--- src/rtl/multicycle_pkg.sv ---
// Shared types and encodings for the multicycle RV32I control FSM.
// ImmSrc codes match the Extend unit: 000 I, 001 S, 010 B, 011 J, 100 U.
package multicycle_pkg;

  typedef enum logic [3:0] {
    FETCH, DECODE, MEMADR, MEMREAD, MEMWB, MEMWRITE, EXECR, EXECI,
    ALUWB, BRANCH, JAL, JALR, JALLINK, LUI, AUIPC
  } state_t;

  localparam logic [6:0] OP_LOAD   = 7'b0000011;
  localparam logic [6:0] OP_STORE  = 7'b0100011;
  localparam logic [6:0] OP_R      = 7'b0110011;
  localparam logic [6:0] OP_IMM    = 7'b0010011;
  localparam logic [6:0] OP_BRANCH = 7'b1100011;
  localparam logic [6:0] OP_JAL    = 7'b1101111;
  localparam logic [6:0] OP_JALR   = 7'b1100111;
  localparam logic [6:0] OP_LUI    = 7'b0110111;
  localparam logic [6:0] OP_AUIPC  = 7'b0010111;

  localparam logic [1:0] SRCA_PC    = 2'b00;
  localparam logic [1:0] SRCA_OLDPC = 2'b01;
  localparam logic [1:0] SRCA_RS1   = 2'b10;
  localparam logic [1:0] SRCA_ZERO  = 2'b11;

  localparam logic [1:0] SRCB_RS2  = 2'b00;
  localparam logic [1:0] SRCB_IMM  = 2'b01;
  localparam logic [1:0] SRCB_FOUR = 2'b10;

  localparam logic [1:0] ALUOP_ADD   = 2'b00;
  localparam logic [1:0] ALUOP_SUB   = 2'b01;
  localparam logic [1:0] ALUOP_FUNCT = 2'b10;

  localparam logic [1:0] RES_ALUOUT    = 2'b00;
  localparam logic [1:0] RES_RDATA     = 2'b01;
  localparam logic [1:0] RES_ALURESULT = 2'b10;

  localparam logic [2:0] IMM_I = 3'b000;
  localparam logic [2:0] IMM_S = 3'b001;
  localparam logic [2:0] IMM_B = 3'b010;
  localparam logic [2:0] IMM_J = 3'b011;
  localparam logic [2:0] IMM_U = 3'b100;

  function automatic logic [2:0] imm_src_for(input logic [6:0] op);
    case (op)
      OP_STORE:          return IMM_S;
      OP_BRANCH:         return IMM_B;
      OP_JAL:            return IMM_J;
      OP_LUI, OP_AUIPC:  return IMM_U;
      default:           return IMM_I;
    endcase
  endfunction

  function automatic logic is_legal(input logic [6:0] op);
    case (op)
      OP_LOAD, OP_STORE, OP_R, OP_IMM, OP_BRANCH,
      OP_JAL, OP_JALR, OP_LUI, OP_AUIPC: return 1'b1;
      default:                           return 1'b0;
    endcase
  endfunction

endpackage

--- src/rtl/multicycle_control_branch_resolve.sv ---
// Combinational branch condition: funct3 plus ALU compare flags -> taken.
module branch_resolve (
  input  logic [2:0] funct3,
  input  logic       Zero,
  input  logic       signedLess,
  input  logic       unsignedLess,
  output logic       taken
);

  always_comb begin
    taken = 1'b0;
    case (funct3)
      3'b000:  taken = Zero;
      3'b001:  taken = ~Zero;
      3'b100:  taken = signedLess;
      3'b101:  taken = ~signedLess;
      3'b110:  taken = unsignedLess;
      3'b111:  taken = ~unsignedLess;
      default: taken = 1'b0;
    endcase
  end

endmodule

--- src/rtl/multicycle_control.sv ---
// Sequencing FSM for the multicycle RV32I core (shared ALU and memory).
// Optional MULTICYCLE_PERF_EN adds CycleCount/InstRet performance counters.
module multicycle_control
  import multicycle_pkg::*;
(
  input  logic        clk,
  input  logic        rst,
  input  logic [6:0]  op,
  input  logic [2:0]  funct3,
  input  logic        Zero,
  input  logic        signedLess,
  input  logic        unsignedLess,
  input  logic        MemReady,
  output logic        MemReq,
  output logic        MemWrite,
  output logic        AdrSrc,
  output logic        IRWrite,
  output logic        PCWrite,
  output logic        RegWrite,
  output logic [1:0]  ALUSrcA,
  output logic [1:0]  ALUSrcB,
  output logic [1:0]  ALUOp,
  output logic [1:0]  ResultSrc,
  output logic [2:0]  ImmSrc,
  output logic        Illegal
`ifdef MULTICYCLE_PERF_EN
  ,
  output logic [31:0] CycleCount,
  output logic [31:0] InstRet
`endif
);

  state_t state, next_state;
  logic   taken;

  branch_resolve u_branch_resolve (
    .funct3       (funct3),
    .Zero         (Zero),
    .signedLess   (signedLess),
    .unsignedLess (unsignedLess),
    .taken        (taken)
  );

  always_ff @(posedge clk) begin
    if (rst) state <= FETCH;
    else     state <= next_state;
  end

  always_comb begin
    next_state = state;
    case (state)
      FETCH:    if (MemReady) next_state = DECODE;
      DECODE: begin
        case (op)
          OP_LOAD, OP_STORE: next_state = MEMADR;
          OP_R:              next_state = EXECR;
          OP_IMM:            next_state = EXECI;
          OP_BRANCH:         next_state = BRANCH;
          OP_JAL:            next_state = JAL;
          OP_JALR:           next_state = JALR;
          OP_LUI:            next_state = LUI;
          OP_AUIPC:          next_state = AUIPC;
          default:           next_state = FETCH;
        endcase
      end
      MEMADR:   next_state = (op == OP_STORE) ? MEMWRITE : MEMREAD;
      MEMREAD:  if (MemReady) next_state = MEMWB;
      MEMWRITE: if (MemReady) next_state = FETCH;
      EXECR, EXECI, LUI, AUIPC: next_state = ALUWB;
      JAL, JALR: next_state = JALLINK;
      MEMWB, ALUWB, BRANCH, JALLINK: next_state = FETCH;
      default:  next_state = FETCH;
    endcase
  end

  // ImmSrc follows op in every state that feeds ImmExt to the ALU.
  always_comb begin
    MemReq    = 1'b0;
    MemWrite  = 1'b0;
    AdrSrc    = 1'b0;
    IRWrite   = 1'b0;
    PCWrite   = 1'b0;
    RegWrite  = 1'b0;
    ALUSrcA   = SRCA_PC;
    ALUSrcB   = SRCB_RS2;
    ALUOp     = ALUOP_ADD;
    ResultSrc = RES_ALUOUT;
    ImmSrc    = IMM_I;
    Illegal   = 1'b0;
    if (!rst) begin
      case (state)
        FETCH: begin
          MemReq = 1'b1;
          if (MemReady) begin
            IRWrite   = 1'b1;
            PCWrite   = 1'b1;
            ALUSrcB   = SRCB_FOUR;
            ResultSrc = RES_ALURESULT;
          end
        end
        DECODE: begin
          ALUSrcA = SRCA_OLDPC;
          ALUSrcB = SRCB_IMM;
          ImmSrc  = imm_src_for(op);
          Illegal = ~is_legal(op);
        end
        MEMADR: begin
          ALUSrcA = SRCA_RS1;
          ALUSrcB = SRCB_IMM;
          ImmSrc  = imm_src_for(op);
        end
        MEMREAD: begin
          MemReq = 1'b1;
          AdrSrc = 1'b1;
        end
        MEMWB: begin
          ResultSrc = RES_RDATA;
          RegWrite  = 1'b1;
        end
        MEMWRITE: begin
          MemReq   = 1'b1;
          MemWrite = 1'b1;
          AdrSrc   = 1'b1;
        end
        EXECR: begin
          ALUSrcA = SRCA_RS1;
          ALUOp   = ALUOP_FUNCT;
        end
        EXECI: begin
          ALUSrcA = SRCA_RS1;
          ALUSrcB = SRCB_IMM;
          ALUOp   = ALUOP_FUNCT;
          ImmSrc  = imm_src_for(op);
        end
        LUI: begin
          ALUSrcA = SRCA_ZERO;
          ALUSrcB = SRCB_IMM;
          ImmSrc  = imm_src_for(op);
        end
        AUIPC: begin
          ALUSrcA = SRCA_OLDPC;
          ALUSrcB = SRCB_IMM;
          ImmSrc  = imm_src_for(op);
        end
        ALUWB:   RegWrite = 1'b1;
        BRANCH: begin
          ALUSrcA = SRCA_RS1;
          ALUOp   = ALUOP_SUB;
          PCWrite = taken;
        end
        JAL:     PCWrite = 1'b1;
        JALR: begin
          ALUSrcA   = SRCA_RS1;
          ALUSrcB   = SRCB_IMM;
          ResultSrc = RES_ALURESULT;
          PCWrite   = 1'b1;
          ImmSrc    = imm_src_for(op);
        end
        JALLINK: begin
          ALUSrcA   = SRCA_OLDPC;
          ALUSrcB   = SRCB_FOUR;
          ResultSrc = RES_ALURESULT;
          RegWrite  = 1'b1;
        end
        default: ;
      endcase
    end
  end

`ifdef MULTICYCLE_PERF_EN
  // DECODE only returns to FETCH on an illegal opcode, which does not retire.
  logic retire;
  assign retire = (state != FETCH) && (state != DECODE) && (next_state == FETCH);

  always_ff @(posedge clk) begin
    if (rst) begin
      CycleCount <= 32'd0;
      InstRet    <= 32'd0;
    end else begin
      CycleCount <= CycleCount + 32'd1;
      if (retire) InstRet <= InstRet + 32'd1;
    end
  end
`endif

endmodule

--- config.mk ---
export PLATFORM = sky130hd
export DESIGN_NAME = multicycle_control
export DESIGN_NICKNAME = d
export VERILOG_FILES = /design/src/rtl/multicycle_pkg.sv /design/src/rtl/multicycle_control_branch_resolve.sv /design/src/rtl/multicycle_control.sv
export SDC_FILE = /design/constraint.sdc
export NUM_CORES = 1
export LEC_CHECK = 0
export BUFFER_PORTS_ARGS = -buffer_cell sky130_fd_sc_hd__buf_2
export CAP_MARGIN = 20
export CORE_UTILIZATION = 34
export CTS_CLUSTER_SIZE = 28
export DETAILED_ROUTE_END_ITERATION = 16
export RECOVER_POWER = 25
export SLEW_MARGIN = 40
export SYNTH_ARGS = -nofsm -noshare
export SYNTH_HDL_FRONTEND = slang
export SYNTH_SLANG_ARGS = --single-unit
--- constraint.sdc ---
create_clock -name clk -period 2.6 [get_ports clk]
set_clock_uncertainty 0.1 [all_clocks]
set_input_delay 0.26 -clock clk [delete_from_list [all_inputs] [get_ports clk]]
set_output_delay 0.26 -clock clk [all_outputs]
set_load 0.1 [all_outputs]
* Word level (Yosys, flattened, before mapping)
Index checks and enable logic that the tools add are counted.
Operators by class: add/sub/neg operators 0, multipliers 0, div/mod/pow operators 0, order comparisons 0, equal/unequal tests 31, shifts and indexed selects 0, muxes and demuxes 37, bitwise operators 4, reductions and logical operators 16
Operators with widths (count):
- $pmux W4 S8 | 1
- $eq A4 B4 Y1 const B | 7
- $pmux W4 S7 | 1
- $eq A7 B6 Y1 const B | 3
- $eq A7 B7 Y1 const B | 3
- $pmux W2 S3 | 3
- $mux W1 | 17
- $eq A4 B3 Y1 const B | 4
- $eq A7 B5 Y1 const B | 2
- $eq A3 B3 Y1 const B | 4
- $mux W4 | 3
- $pmux W3 S4 | 1
- $reduce_or A2 Y1 | 6
- $mux W2 | 5
- $mux W3 | 3
- $reduce_or A3 Y1 | 3
- $reduce_or A9 Y1 | 1
- $eq A4 B2 Y1 const B | 2
- $eq A7 B2 Y1 const B | 1
- $ne A2 B2 Y1 const B | 3
- $pmux W1 S6 | 1
- $reduce_or A6 Y1 | 1
- $reduce_or A5 Y1 | 1
- $eq A4 B1 Y1 const B | 1
- other kinds (8) | 11
Storage, ports and cells: register bits after elaboration 4, latch bits 0, memory bits (writable) 0, bits in read-only memories 0, input port bits 16, output and inout bits 18, word-level logic and storage cells 89, memories 0

* Longest topological paths before layout
word-level depth 8, mapped depth 6, gate-level depth less buffers 4

* Cells and area by module
Synthesis repeated with hierarchy kept, for this count alone.
Unflattened totals: cells, all modules 115, area, all modules 800.8 sq um
By module, submodules not included:
- multicycle_control | instances 1, cells each 110, area each 760.7 sq um, seq. area each 80.1 sq um
- branch_resolve | instances 1, cells each 5, area each 40.0 sq um, seq. area each 0.0 sq um

* Worst setup path after synthesis
Ideal clock, no wire load.
path kind input to output, from input rst, to output PCWrite, arrival time 3.523 ns, slack -1.283 ns, stages 5, cell sequence clkbuf_1 > nor2_1 > nor4b_2 > a21oi_1 > o21ai_1
Between the ends: cells in the longest elaborated chain, start to end 1
Ends and longest elaborated chain:
- from (decl) | line multicycle_control.sv:7 | input logic rst,
- $mux W1 | line multicycle_control.sv:90 | if (!rst) begin
- to (decl) | line multicycle_control.sv:18 | output logic PCWrite,
Every way passes these cells.

* Final worst setup path
from register state[3], to output ImmSrc[1]
Between the ends: cells in the longest elaborated chain, start to end 4
Ends and longest elaborated chain:
- from (decl) | line multicycle_control.sv:33 | state_t state, next_state;
- from (signal assigned) | line multicycle_control.sv:46 | else state <= next_state;
- $eq A4 B4 Y1, or another cell as far along | line multicycle_control.sv:91 | case (state)
- $reduce_or A6 Y1 (no source line) (*)
- $mux W3 (*)
- $mux W3 (*) | line multicycle_control.sv:90
- to (decl) | line multicycle_control.sv:24 | output logic [2:0] ImmSrc,
Mark *: on every way between the ends. The rest lies on a longest branch, timed or not.

==> flow_metrics.py <==
metrics = {
    "sta": {
        "finalSetupViolCount": 0,
        "fmax_mhz": 410,
        "rsz0062_at_grt": "false",
        "max_slew_margin": 0.625,
        "worst_pin_slew_ps": 562,
        "timing.final.max_slew_violations": 0,
        "finalCritPeriodShare": 0.938,
        "period_minus_slack_ps": 2440,
        "finalHoldViolCount": 0,
    },
    "logic_synthesis": {
        "syn_area_um2": 768,
        "synth_xor_area_frac": 0.0863,
        "ys_seq_area_frac": 0.104,
        "avgSynthCellArea_um2": 6.68,
        "synth_fa_ha_area_frac": 0,
        "ys_types": 45,
        "synth_fp_nets": 131,
        "synth-seq-cells": 4,
        "synth_flop_cell": "dfxtp_1",
        "async_flop_share": 0,
        "synth_top_family_by_area": "simple AND/OR/NAND/NOR gates",
        "synth.mux.area_fraction": 0.0130,
        "synthSimpleGateAreaFrac": 0.391,
        "synth_edf_count": 0,
        "synth_compound_area_frac": 0.298,
        "yosysWarningCount": 0,
        "synthCells": 115,
    },
    "critical_path": {
        "required_ps": 2240,
        "crit_type": "flip-flop to output port",
        "crit_family": "flip-flops",
        "worstSetupStartpointType": "flip-flop",
        "crit_chain": "xnor3_1 > nand2_1 > a21oi_2 > and3_1 > buf_2",
        "critPathSlowestCell": "dfxtp_1",
        "crit_path_end_kind": "output port",
        "cpPeakStageDelay_ps": 660,
        "r2r_slack_ps": 810,
        "critPathBufInv": 1,
        "cp.arrival_ps": 2080,
        "regToRegEndpoint": "state[3]",
        "cp_max_fo": 19,
        "r2r-start": "state[1]",
        "reg2reg_depth": 5,
    },
    "cts": {
        "clock-root-buffer": "clkbuf_4",
        "cts_hold_buf": 0,
        "cts_buffers": 3,
        "path_clk_slew_ps": 40,
        "cts_buffer_depth": 2,
        "h-tree-depth": 1,
        "post-cts-setup-buffers": 0,
        "insertion_delay_ps": 240,
        "clock-sinks": 4,
        "cts_tree": "done",
        "cts_resized": 0,
    },
    "grt": {
        "grt_overflow": 0,
        "grt_pass1_vias": 804,
        "antenna_found_initial": 0,
        "grt_usage": 0.180,
        "grt_max_degree": 20,
        "grt_pass1_wl_mm": 3.55,
    },
    "die": {
        "core-area_um2": 2040,
        "ios": 34,
        "die_h_um": 49.5,
        "die_x_um": 49.5,
        "die_area_um2": 2450,
        "initial_core_util": 0.376,
        "num_rows": 16,
    },
    "routing": {
        "drt-total-wl_mm": 2.18,
        "drt_iter0_drc": 17,
        "ant_nets": 0,
        "drt_pass1_iterations": 4,
        "viasPerCell": 5.64,
        "num_vias": 953,
        "drc_errors": 0,
        "wire_per_inst_um": 12.9,
    },
    "power": {
        "p_leak_nw": 0.437,
        "power_density_nw_per_um2": 333,
        "ir_drop_uv": 152,
    },
    "placement": {
        "port_buffers": 33,
        "dp_cells": 166,
        "placed_area_um2": 943,
        "gp_congestion": 0.782,
        "hpwl_mm": 1.66,
    },
    "final_layout": {
        "design_area_um2": 961,
        "largestRegisters": "state x4",
        "layout_common_cells": "buf_2, nor2_1, nand2_1",
        "nets": 160,
        "diodes": 0,
        "areaGrowthSynthToFinish_pct": 25.1,
        "drive_gt1_frac": 0.310,
        "largest_reg_flops": 4,
        "fin_cells": 169,
        "final_common_cell": "buf_2",
        "regMostFlops": "state",
    },
    "status": {
        "status": "complete, no violations",
    },
    "hold_path": {
        "hold_end": "state[3]",
        "min_path_cells": 2,
        "min_from": "rst",
        "hold_path.class": "primary input to flip-flop",
    },
    "flow_run": {
        "maxCapViolations": 0,
    },
}
## synthesized netlist by cell type (2+ instances only)
cell type,number,area [um2]
o22ai_1,2,12.5
nand3_1,7,35.0
and2_1,4,25.0
nand2b_1,2,12.5
or3_1,2,12.5
a21oi_1,9,45.0
buf_2,3,15.0
clkbuf_1,4,15.0
o21ai_1,2,10.0
o211ai_1,2,15.0
dfxtp_1,4,80.1
o31ai_1,2,15.0
o21ai_0,4,20.0
nor3_1,7,35.0
buf_6,2,22.5
inv_1,5,18.8
and3_1,4,25.0
nor2_1,10,37.5
nand2_1,9,33.8
xor2_1,4,35.0
a211oi_1,3,22.5
## where the power goes
part | switching (mW) | leakage, nW | internal, mW
Sequential | 0.00465 | 0.0325 | 0.0638
Combinational | 0.129 | 0.391 | 0.0457
Clock | 0.0258 | 0.0138 | 0.0517
## metrics by stage
step	setup WS (ps)	setup TNS [ps]	power, mW	hold slack (ps)	utilization
after global routing	37.2	0	0.338	272	0.471
final	162	0	0.320	256	0.471
after global placement	468	0	0.242	493	0.462
after floorplan	-655	-3990	0.207	274	-
after CTS	144	0	0.324	233	0.473
after detailed placement	394	0	0.244	482	0.462
## layout make-up
class	instances	area, um2
fill	242	1080
clock buffer	3	22.5
multi-input combinational	95	626
timing repair buffer	35	180
sequential	4	80.1
inverter	5	18.8
tap	27	33.8
## worst max-delay path by stage
stage          startpoint         to  slack [ps]  cells after the start
3_3_place_gp     state[3]  ImmSrc[1]         470                      5
4_1_cts          state[3]  ImmSrc[1]         140                      5
3_5_place_dp     state[3]  ImmSrc[1]         390                      5
2_1_floorplan    state[3]   MemWrite        -660                      5
5_1_grt          state[3]  ImmSrc[2]          40                      5
6_report         state[3]  ImmSrc[1]         160                      5
## layer usage
layer / track usage / wire [um] / vias to the layer above
li1: - / - / 477
met1: 0.235 / 983 / 437
met2: 0.315 / 1100 / 39
met3: 0.00926 / 96 / 0
met4: 0.0571 / 0 / 0
met5: 0 / 0 / -
## cells by family (layout without fill, tap and decap cells)
group,count (synthesis),count (layout)
AND/OR/NAND/NOR,54,54
AO/OA/AOI/OAI,34,34
buffers and inverters,16,43
multiplexers,1,1
flip-flops,4,4
XOR/XNOR,6,6
Note: power is estimated with default switching activity, not from simulation.
